## config.mk

```make
export PLATFORM = sky130hd
export DESIGN_NAME = ctrl_cfg_writer
export DESIGN_NICKNAME = d
export VERILOG_FILES = /design/src/rtl/ctrl_cfg_writer.sv
export SDC_FILE = /design/constraint.sdc
export NUM_CORES = 1
export LEC_CHECK = 0
export CAP_MARGIN = 20
export CORE_AREA = 4 4 298 300
export DETAILED_ROUTE_END_ITERATION = 16
export DIE_AREA = 0 0 302 304
export PLACE_DENSITY = 0.39
export SYNTH_ARGS = -nofsm -noshare
export SYNTH_HDL_FRONTEND = slang
export SYNTH_SLANG_ARGS = --single-unit
```

## constraint.sdc

```tcl
create_clock -name clk -period 3.65 [get_ports clk]
set_clock_uncertainty 0.2 [all_clocks]
set_input_delay 0.9125 -clock clk [delete_from_list [all_inputs] [get_ports clk]]
set_output_delay 0.9125 -clock clk [all_outputs]
set_load 0.02 [all_outputs]
```

## src/rtl/ctrl_cfg_writer.sv

```systemverilog
// Control-packet table writer: decodes the control header and turns each payload beat into a table write.
// Optional build macro CTRL_MOD_FILTER_EN drops packets whose mod_id differs from STAGE_ID.
module ctrl_cfg_writer #(
    parameter int          C_S_AXIS_DATA_WIDTH  = 256,
    parameter int          C_S_AXIS_TUSER_WIDTH = 128,
    parameter int          ADDR_WIDTH           = 5,
    parameter logic [7:0]  STAGE_ID             = 8'd0
) (
    input  logic                              clk,
    input  logic                              aresetn,
    input  logic [C_S_AXIS_DATA_WIDTH-1:0]    s_axis_tdata,
    input  logic [C_S_AXIS_DATA_WIDTH/8-1:0]  s_axis_tkeep,
    input  logic [C_S_AXIS_TUSER_WIDTH-1:0]   s_axis_tuser,
    input  logic                              s_axis_tvalid,
    input  logic                              s_axis_tlast,
    output logic                              cfg_wr_en,
    output logic [7:0]                        cfg_mod_id,
    output logic [7:0]                        cfg_res_id,
    output logic [ADDR_WIDTH-1:0]             cfg_wr_addr,
    output logic [C_S_AXIS_DATA_WIDTH-1:0]    cfg_wr_data,
    output logic [31:0]                       cfg_pkt_cnt,
    output logic [31:0]                       cfg_err_cnt
);

    typedef enum logic [1:0] {
        IDLE    = 2'd0,
        HDR     = 2'd1,
        WRITE   = 2'd2,
        DISCARD = 2'd3
    } state_t;

    localparam logic [ADDR_WIDTH-1:0] ADDR_ONE = 1;
    localparam logic [ADDR_WIDTH-1:0] ADDR_TOP = '1;

    state_t                           state_q, state_d;
    logic [7:0]                       mod_q, mod_d;
    logic [7:0]                       res_q, res_d;
    logic [ADDR_WIDTH-1:0]            addr_q, addr_d;
    logic                             wr_en_q, wr_en_d;
    logic [7:0]                       out_mod_q, out_mod_d;
    logic [7:0]                       out_res_q, out_res_d;
    logic [ADDR_WIDTH-1:0]            out_addr_q, out_addr_d;
    logic [C_S_AXIS_DATA_WIDTH-1:0]   out_data_q, out_data_d;
    logic [31:0]                      pkt_cnt_q, pkt_cnt_d;
    logic [31:0]                      err_cnt_q, err_cnt_d;

    logic [7:0] hdr_mod;
    logic [7:0] hdr_res;
    logic [7:0] hdr_index;
    logic       index_oor;
    logic       foreign_pkt;
    logic       keep_full;

    assign hdr_mod   = s_axis_tdata[128 +: 8];
    assign hdr_res   = s_axis_tdata[136 +: 8];
    assign hdr_index = s_axis_tdata[144 +: 8];
    // Index bits above the table address width must be clear; ADDR_WIDTH is assumed <= 8.
    assign index_oor = (hdr_index >> ADDR_WIDTH) != 8'd0;
    assign keep_full = (s_axis_tkeep == '1);

`ifdef CTRL_MOD_FILTER_EN
    assign foreign_pkt = (hdr_mod != STAGE_ID);
`else
    assign foreign_pkt = 1'b0;
`endif

    logic unused_ok;
    assign unused_ok = ^{s_axis_tuser, STAGE_ID};

    always_ff @(posedge clk) begin
        if (!aresetn) begin
            state_q    <= IDLE;
            mod_q      <= '0;
            res_q      <= '0;
            addr_q     <= '0;
            wr_en_q    <= 1'b0;
            out_mod_q  <= '0;
            out_res_q  <= '0;
            out_addr_q <= '0;
            out_data_q <= '0;
            pkt_cnt_q  <= '0;
            err_cnt_q  <= '0;
        end else begin
            state_q    <= state_d;
            mod_q      <= mod_d;
            res_q      <= res_d;
            addr_q     <= addr_d;
            wr_en_q    <= wr_en_d;
            out_mod_q  <= out_mod_d;
            out_res_q  <= out_res_d;
            out_addr_q <= out_addr_d;
            out_data_q <= out_data_d;
            pkt_cnt_q  <= pkt_cnt_d;
            err_cnt_q  <= err_cnt_d;
        end
    end

    always_comb begin
        state_d    = state_q;
        mod_d      = mod_q;
        res_d      = res_q;
        addr_d     = addr_q;
        wr_en_d    = 1'b0;
        out_mod_d  = out_mod_q;
        out_res_d  = out_res_q;
        out_addr_d = out_addr_q;
        out_data_d = out_data_q;
        pkt_cnt_d  = pkt_cnt_q;
        err_cnt_d  = err_cnt_q;

        case (state_q)
            IDLE: begin
                if (s_axis_tvalid) begin
                    if (s_axis_tlast) begin
                        err_cnt_d = err_cnt_q + 32'd1;
                    end else begin
                        state_d = HDR;
                    end
                end
            end

            HDR: begin
                if (s_axis_tvalid) begin
                    mod_d  = hdr_mod;
                    res_d  = hdr_res;
                    addr_d = hdr_index[ADDR_WIDTH-1:0];
                    // Packets for another stage are silently dropped, never counted.
                    if (foreign_pkt) begin
                        state_d = s_axis_tlast ? IDLE : DISCARD;
                    end else if (s_axis_tlast) begin
                        err_cnt_d = err_cnt_q + 32'd1;
                        state_d   = IDLE;
                    end else if (index_oor) begin
                        err_cnt_d = err_cnt_q + 32'd1;
                        state_d   = DISCARD;
                    end else begin
                        state_d = WRITE;
                    end
                end
            end

            WRITE: begin
                if (s_axis_tvalid) begin
                    if (!keep_full) begin
                        err_cnt_d = err_cnt_q + 32'd1;
                        state_d   = s_axis_tlast ? IDLE : DISCARD;
                    end else begin
                        wr_en_d    = 1'b1;
                        out_mod_d  = mod_q;
                        out_res_d  = res_q;
                        out_addr_d = addr_q;
                        out_data_d = s_axis_tdata;
                        if (s_axis_tlast) begin
                            pkt_cnt_d = pkt_cnt_q + 32'd1;
                            state_d   = IDLE;
                        end else if (addr_q == ADDR_TOP) begin
                            // Table exhausted with payload still pending; never wrap.
                            err_cnt_d = err_cnt_q + 32'd1;
                            state_d   = DISCARD;
                        end else begin
                            addr_d = addr_q + ADDR_ONE;
                        end
                    end
                end
            end

            DISCARD: begin
                if (s_axis_tvalid && s_axis_tlast) begin
                    state_d = IDLE;
                end
            end

            default: begin
                state_d = IDLE;
            end
        endcase
    end

    assign cfg_wr_en   = wr_en_q;
    assign cfg_mod_id  = out_mod_q;
    assign cfg_res_id  = out_res_q;
    assign cfg_wr_addr = out_addr_q;
    assign cfg_wr_data = out_data_q;
    assign cfg_pkt_cnt = pkt_cnt_q;
    assign cfg_err_cnt = err_cnt_q;

endmodule

```

==> flow_metrics.py, run 1 <==
metrics = {
    "global_routing": {
        "grt_use_met1_pct": 15.0,
        "antenna_found_initial": 6,
        "grt_pass1_wl_um": 91500,
        "grt.total_usage_pct": 12.9,
        "overflow": 0,
        "gr-usage-met2_pct": 22.4,
        "grt-busiest-layer": "met2",
        "grt_pass1_vias": 14166,
        "grtUsageMet3_pct": 4.73,
        "grt_max_degree": 67,
    },
    "routing": {
        "drtAntennaViolNets": 0,
        "vias": 14509,
        "drc": 0,
        "wl_um": 62400,
        "routedWlPerCell_um": 17.6,
        "viasPerCell": 4.09,
        "first_pass_iters": 5,
        "drtIter0Drc": 701,
    },
    "hold_path": {
        "worstHoldPathType": "register to register",
    },
    "clocking": {
        "cts_tree": "done",
        "cts_buffers": 48,
        "cts_hold_buf": 0,
        "cts_resized": 0,
        "root_buffer": "clkbuf_16",
        "cts.sinks": 365,
        "cts_setup_buffers": 0,
        "worstSkewPairLatency_ns": 0.59,
        "htreeDepth": 2,
        "clk_pin_slew_ns": 0.05,
        "clock_path_buffers": 3,
    },
    "timing": {
        "period_needed_ns": 3.02,
        "slew_headroom_pct": 32.7,
        "hold_ws_ns": 0.248,
        "setup_ws_ns": 0.630,
        "min_period_over_period_pct": 82.7,
        "tightest_slew_ns": 1.00,
        "finalSetupTns_ns": 0,
        "grt_setup_unrepaired": "false",
        "setup_violations": 0,
        "timing.fmax_mhz": 331,
        "report.final.slew_viol_count": 0,
        "finalHoldViolCount": 0,
    },
    "worst_setup_path": {
        "crit_family": "buffers and inverters",
        "endpoint_kind": "register",
        "critPathBufInv": 4,
        "crit_chain": "clkdlybuf4s50_1 -> nand4_1 -> nor4_2 -> buf_4 -> and4_4 -> buf_12 -> buf_12 -> nand2_1 -> a21oi_1",
        "cp.arrival_ns": 3.33,
        "critical_path_class": "input pin to register",
        "cp_slowest_cell": "nor4_2",
        "critical_path_required_ns": 3.96,
        "crit_path_max_fanout": 40,
        "cpMostUsedCell": "buf_12",
        "cp_slowest_stage_delay_ns": 0.51,
        "cp-start-kind": "input pin",
    },
    "cells_and_area": {
        "fillCellCount": 9488,
        "final-seq-area_um2": 7310,
        "final_cells": 3546,
        "final_nets": 2784,
        "layout-drive-gt1-share_pct": 5.31,
        "areaGrowthSynthToFinish_pct": 68.5,
        "multiInputGateArea_um2": 5890,
    },
    "pwr": {
        "max-vdd-ir-drop_mv": 0.313,
        "p_leak_uw": 0.00728,
        "power.density_nw_per_um2": 387,
    },
    "yosys": {
        "synth.largest_area_cell": "dfxtp_1",
        "yosys-top-cells-area": "dfxtp_1 53%, nand2_1 17%, a21oi_1 13%",
        "yosys.area.top_type_share_pct": 53.3,
        "async_flop_share_pct": 0,
        "ys_types": 43,
        "ys_seq_area_share_pct": 53.3,
        "ys_ff_latch": 365,
        "yosysWarnings": 0,
        "synth_fp_nets": 2171,
        "synth_edf_count": 0,
        "syn_inst": 1747,
        "ys_top_cells_by_count": "615 x nand2_1, 365 x dfxtp_1, 355 x a21oi_1, 115 x clkbuf_1, 42 x nand4_1",
        "syn_area_um2": 13700,
        "synth_most_common_cell": "nand2_1",
        "syn_avg_cell_area_um2": 7.85,
        "ys.flop_type": "dfxtp_1",
    },
    "floorplanning": {
        "fp.dieArea_um2": 91800,
        "start_util_pct": 15.9,
        "num_io_pins": 762,
        "fp.dieH_um": 304,
        "rows": 108,
        "core_um2": 86200,
        "die_w_um": 302,
    },
    "flow_run": {
        "maxCapViolCount": 0,
    },
    "run_status": {
        "status": "completed",
    },
    "placed_design": {
        "dp.cells": 3465,
        "portBuffers": 633,
        "gp_congestion": 0.792,
        "place_ws_ns": 0.0182,
        "dp_hpwl_um": 46400,
    },
}
==> power by group <==
group	total [uW]	internal, uW	switching, uW	leakage, uW
registers	4010	4000	10.0	0.00294
clock network	4470	2640	1830	0.000702
logic	480	313	167	0.00364
==> layer usage <==
metal  vias to the layer above  wire length (um)
met2                       460             30100
met4                         8              1440
li1                       7154                 -
met5                         -                51
met1                      6799             25200
met3                        88              5590
==> per-stage QoR <==
stage / area [um^2] / util (%) / power (uW)
floorplan: 13700 / - / 4190
global placement: 21700 / 25.1 / 4570
detailed placement: 21700 / 25.1 / 4580
CTS: 23100 / 26.8 / 9180
global route: 23100 / 26.8 / 9350
finish: 23100 / 26.8 / 8960
==> worst reg2reg max path: cells and delay by family (launching register included) <==
| family | cells | cell delay (ns) |
|---|---|---|
| AND/OR/NAND/NOR | 4 | 1.91 |
| flip-flops | 1 | 0.42 |
| AO/OA/AOI/OAI | 1 | 0.14 |
==> sequential cells by signal (all words and copies together), names as in the netlist <==
signal and count:
cfg_res_id 8, res_q 8, cfg_wr_en 1, cfg_wr_data 256
addr_q 5, cfg_wr_addr 5, cfg_mod_id 8, state_q 2
cfg_err_cnt 32, cfg_pkt_cnt 32, mod_q 8
==> final cells by class <==
class | instances | share of cell area, %
multi-input cells | 1244 | 25.5
flip-flops and latches | 365 | 31.6
inverters | 14 | 0.260
diodes | 1 | 0.0108
clock inverters | 8 | 0.352
well taps | 1155 | 6.25
clock buffers | 72 | 5.94
repair buffers | 687 | 30.1
==> placed cells by master, fill, tap and decap left out, types with 6 or more instances in the layout <==
cell type | synthesis | routed
o21ai_0 | 25 | 25
nor2_1 | 19 | 19
mux2i_1 | 10 | 10
nor3_1 | 12 | 11
clkbuf_16 | 0 | 49
buf_12 | 0 | 18
clkdlybuf4s50_1 | 0 | 633
or4_1 | 28 | 28
nand3_1 | 28 | 28
nand2_1 | 615 | 615
nor4_1 | 9 | 8
nand4_1 | 42 | 42
buf_4 | 0 | 36
o31ai_1 | 29 | 29
dfxtp_1 | 365 | 365
clkbuf_8 | 0 | 6
or3_1 | 26 | 26
clkbuf_1 | 115 | 17
a21oi_1 | 355 | 355
inv_1 | 12 | 12
==> kinds of logic after synthesis <==
logic type	Yosys count	share of synthesized area (%)
simple gates	801	25.0
compound gates	425	16.4
flops	365	53.3
buf+inv	138	3.93
mux	11	0.812
fa+ha+maj	4	0.365
xor+xnor	3	0.192
==> path summary, 6_finish.rpt <==
kind / depth (start not counted) / slack [ns] / end / startpoint
worst max-delay path: 9 / 0.63 / cfg_wr_data[157] / s_axis_tkeep[15]
worst max register to register: 5 / 0.90 / cfg_pkt_cnt[23] / cfg_pkt_cnt[3]
worst min-delay path: 2 / 0.25 / cfg_wr_data[127] / cfg_wr_data[127]
worst min register to register: 2 / 0.25 / cfg_wr_data[127] / cfg_wr_data[127]
Note: power is estimated with default switching activity, not from simulation.
==> run 2: changes to the inputs <==
- clock period: 3.65 -> 3.1 ns (I/O delays scaled with it)
==> flow_metrics.py, run 2 (synthesized netlist as in run 1, its figures left out) <==
metrics = {
    "placed_design": {
        "dp.cells": 3501,
        "dp_hpwl_um": 47300,
        "place_ws_ns": -0.343,
        "gp_congestion": 0.794,
        "portBuffers": 633,
    },
    "hold_path": {
        "hold_start": "cfg_wr_data[187]",
        "worstHoldPathType": "register to register",
    },
    "worst_setup_path": {
        "crit_chain": "clkdlybuf4s50_1 -> nand3b_2 -> o221a_1 -> or4_4 -> or4_1 -> a21oi_1",
        "critical_path_class": "input pin to register",
        "crit_path_max_fanout": 21,
        "cp_slowest_stage_delay_ns": 0.68,
        "cp_slowest_cell": "or4_4",
        "endpoint_kind": "register",
        "critical_path_required_ns": 3.41,
        "critical_path.startpoint": "s_axis_tvalid",
        "r2r_slack_ns": 0.56,
        "cp-start-kind": "input pin",
        "cp.arrival_ns": 3.18,
        "r2r-start": "cfg_pkt_cnt[3]",
    },
    "clocking": {
        "cts.sinks": 365,
        "clk_pin_slew_ns": 0.06,
        "cts_resized": 0,
        "clock_path_buffers": 3,
        "worstSkewPairLatency_ns": 0.58,
        "cts_tree": "done",
        "cts_setup_buffers": 0,
        "cts_buffers": 47,
        "cts_hold_buf": 0,
        "htreeDepth": 2,
        "root_buffer": "clkbuf_16",
    },
    "global_routing": {
        "grtUsageMet3_pct": 5.14,
        "grt_use_met1_pct": 15.0,
        "gr-usage-met2_pct": 22.1,
        "antenna_found_initial": 7,
        "grt_pass1_wl_um": 92500,
        "grt-busiest-layer": "met2",
        "overflow": 0,
        "grt.total_usage_pct": 13.0,
        "grt_max_degree": 60,
        "grt_pass1_vias": 14319,
    },
    "routing": {
        "vias": 14563,
        "drtAntennaViolNets": 0,
        "routedWlPerCell_um": 17.5,
        "wl_um": 63000,
        "viasPerCell": 4.05,
        "drtIter0Drc": 637,
        "drc": 0,
        "first_pass_iters": 7,
    },
    "floorplanning": {
        "fp.dieArea_um2": 91800,
        "start_util_pct": 15.9,
        "die_w_um": 302,
        "fp.dieH_um": 304,
        "core_um2": 86200,
        "num_io_pins": 762,
        "rows": 108,
    },
    "cells_and_area": {
        "areaGrowthSynthToFinish_pct": 71.7,
        "final_cells": 3592,
        "final_nets": 2819,
        "layout-drive-gt1-share_pct": 7.11,
        "largest_reg_flops": 256,
        "layout_common_cells": "633 x clkdlybuf4s50_1, 615 x nand2_1, 365 x dfxtp_1",
        "final_common_cell": "clkdlybuf4s50_1",
    },
    "flow_run": {
        "maxCapViolCount": 0,
    },
    "timing": {
        "report.final.slew_viol_count": 0,
        "min_period_over_period_pct": 92.5,
        "period_needed_ns": 2.87,
        "setup_ws_ns": 0.234,
        "timing.fmax_mhz": 349,
        "grt_setup_unrepaired": "false",
        "tightest_slew_ns": 0.816,
        "finalHoldViolCount": 0,
        "slew_headroom_pct": 45.2,
        "setup_violations": 0,
    },
    "pwr": {
        "power.density_nw_per_um2": 457,
        "max-vdd-ir-drop_mv": 0.292,
        "p_leak_uw": 0.00754,
    },
    "run_status": {
        "status": "completed",
    },
}
-- run 2: cell count changes in the layout (fill, tap and decap cells not counted), sizes merged --
cell,previous run,this run
inv,16,15
buf,54,90
clkinv,3,8
diode,1,3
clkbuf,72,76
-- run 2: cell type report --
type | instances | area (um^2)
fillers | 9271 | 62600
flip-flops and latches | 365 | 7310
well taps | 1155 | 1450
multi-input cells | 1244 | 5890
clock buffers | 76 | 1430
inverters | 14 | 60.1
repair buffers | 723 | 7300
clock inverters | 12 | 131
diodes | 3 | 7.51
-- run 2: path summary, 6_finish.rpt --
check / cells after the start / endpoint
worst min-delay path: 2 / cfg_wr_data[187]
worst max-delay path: 6 / cfg_err_cnt[21]
worst max register to register: 6 / cfg_pkt_cnt[28]
worst min register to register: 2 / cfg_wr_data[187]
-- run 2: metrics by stage --
stage	total power [uW]	hold slack [ns]	area, um^2	setup TNS [ns]	util, %
2_1_floorplan	4930	0.237	13700	0	-
3_3_place_gp	5390	0.238	22000	-68.70	25.5
3_5_place_dp	5400	0.242	22000	-75.42	25.5
4_1_cts	11000	0.251	23600	0	27.3
5_1_grt	11200	0.264	23600	0	27.3
6_report	10800	0.247	23600	0	27.3
-- run 2: worst max-delay path: cells and delay by family --
family,cells,cell delay [ns]
buf+inv,1,0.65
compound gates,2,0.42
simple gates,3,1.31
-- run 2: routing by layer --
metal	wire (um)	vias up
li1	-	7240
met1	25500	6793
met2	30000	441
met3	5860	81
met4	1560	8
met5	54	-
-- run 2: power by group --
part           switching, uW  internal (uW)  leakage, uW
sequential              11.5           4700      0.00294
clock                   2240           3240     0.000759
combinational            200            375      0.00384
==> run 3: changes to the inputs <==
==> constraint.sdc (replaced) <==
create_clock -name clk -period 3.1 [get_ports clk]
set_clock_uncertainty 0.2 [all_clocks]
set_input_delay 0.31 -clock clk [delete_from_list [all_inputs] [get_ports clk]]
set_output_delay 0.31 -clock clk [all_outputs]
set_load 0.02 [all_outputs]
==> flow_metrics.py, run 3 (synthesized netlist as in run 1, its figures left out) <==
metrics = {
    "global_routing": {
        "grt_pass1_wl_um": 92700,
        "grt.total_usage_pct": 13.0,
        "grt_pass1_vias": 14355,
        "grt_max_degree": 69,
        "overflow": 0,
        "antenna_found_initial": 5,
    },
    "worst_setup_path": {
        "critPathBufInv": 0,
        "crit_family": "simple AND/OR/NAND/NOR gates",
        "cp_slowest_stage_delay_ns": 0.59,
        "cp.arrival_ns": 2.90,
        "crit_path_max_fanout": 9,
        "endpoint_kind": "register",
        "crit_chain": "nand4_1 -> nor4_1 -> nand4_1 -> or3_1 -> a21oi_1",
        "cpMostUsedCell": "nand4_1",
        "cp_slowest_cell": "nor4_1",
        "cp-start-kind": "register",
        "critical_path_required_ns": 3.40,
        "critical_path_class": "register to register",
    },
    "pwr": {
        "finalPower_uw": 10600,
        "max-vdd-ir-drop_mv": 0.305,
        "p_leak_uw": 0.00735,
        "power.density_nw_per_um2": 455,
    },
    "routing": {
        "first_pass_iters": 5,
        "wl_um": 63200,
        "drtAntennaViolNets": 0,
        "viasPerCell": 4.09,
        "drtIter0Drc": 669,
        "vias": 14549,
        "routedWlPerCell_um": 17.7,
        "drc": 0,
    },
    "timing": {
        "finalSetupTns_ns": 0,
        "period_needed_ns": 2.59,
        "timing.fmax_mhz": 386,
        "finalHoldViolCount": 0,
        "grt_setup_unrepaired": "false",
        "setup_violations": 0,
        "min_period_over_period_pct": 83.7,
        "tightest_slew_ns": 0.854,
        "slew_headroom_pct": 42.7,
        "report.final.slew_viol_count": 0,
    },
    "cells_and_area": {
        "final_common_cell": "clkdlybuf4s50_1",
        "final_util_pct": 27.0,
        "final_nets": 2792,
        "largest_reg_flops": 256,
        "areaGrowthSynthToFinish_pct": 69.4,
        "layout-drive-gt1-share_pct": 5.79,
        "layout_common_cells": "633 x clkdlybuf4s50_1, 615 x nand2_1, 365 x dfxtp_1",
    },
    "clocking": {
        "cts_resized": 0,
        "htreeDepth": 2,
        "cts_setup_buffers": 0,
        "cts_tree": "done",
        "worstSkewPairLatency_ns": 0.58,
        "root_buffer": "clkbuf_16",
        "cts.sinks": 365,
        "clk_pin_slew_ns": 0.05,
        "cts_hold_buf": 0,
        "clock_path_buffers": 3,
        "cts_buffers": 48,
    },
    "run_status": {
        "status": "completed",
    },
    "placed_design": {
        "portBuffers": 633,
        "gp_congestion": 0.801,
        "dp_hpwl_um": 47100,
    },
    "flow_run": {
        "maxCapViolCount": 0,
    },
    "floorplanning": {
        "fp.dieH_um": 304,
        "num_io_pins": 762,
        "rows": 108,
        "fp.dieArea_um2": 91800,
        "die_w_um": 302,
        "start_util_pct": 15.9,
        "core_um2": 86200,
    },
    "hold_path": {
        "worstHoldPathType": "input pin to register",
    },
}
[run 3: changes by cell type in the layout (fill, tap and decap cells not counted), sizes merged]
cell / previous run / this run
buf: 90 / 62
bufinv: 1 / 0
clkbuf: 76 / 74
clkinv: 8 / 6
clkinvlp: 2 / 1
diode: 3 / 5
inv: 15 / 16
[run 3: worst paths after layout]
check	from	end	slack [ns]	depth (start not counted)
worst min register to register	cfg_wr_data[28]	cfg_wr_data[28]	0.25	2
worst min-delay path	s_axis_tdata[170]	cfg_wr_data[170]	0.08	3
worst max register to register	cfg_pkt_cnt[3]	cfg_pkt_cnt[17]	0.51	5
worst max-delay path	cfg_pkt_cnt[3]	cfg_pkt_cnt[17]	0.51	5
[run 3: through the flow]
step                      hold slack [ns]  cell area, um^2  cells  setup slack, ns
final                              0.0834            23200   3561            0.506
after global routing               0.0447            23200   3559            0.245
after CTS                          0.0181            23200   3556            0.522
after detailed placement            0.242            21800   3473           0.0564
after global placement              0.237            21800   3473           0.0880
after floorplan                     0.237            13700   1747            0.694
[run 3: worst register-to-register path, stage by stage (launching register included)]
cell	delay (ns)
dfxtp_1	0.42
nand4_1	0.24
nor4_1	0.59
nand4_1	0.45
or3_1	0.49
a21oi_1	0.14
[run 3: cell type report]
| type | count | area, um^2 |
|---|---|---|
| antenna | 5 | 12.5 |
| clock buffer | 74 | 1400 |
| clock inverter | 9 | 77.6 |
| fill | 9365 | 63000 |
| inverter | 14 | 60.1 |
| multi-input combinational | 1244 | 5890 |
| sequential | 365 | 7310 |
| tap | 1155 | 1450 |
| timing repair buffer | 695 | 7050 |
[run 3: layer usage]
layer  global-route usage, %  wire [um]  vias to the layer above
met2                    22.2      30300                      467
li1                        -          -                     7191
met3                    4.72       5730                       80
met1                    15.1      25600                     6809
met4                    3.84       1520                        2
met5                       0         13                        -
[run 3: power breakdown]
| group | internal (uW) | switching, uW |
|---|---|---|
| sequential | 4700 | 11.8 |
| combinational | 376 | 198 |
| clock | 3090 | 2180 |
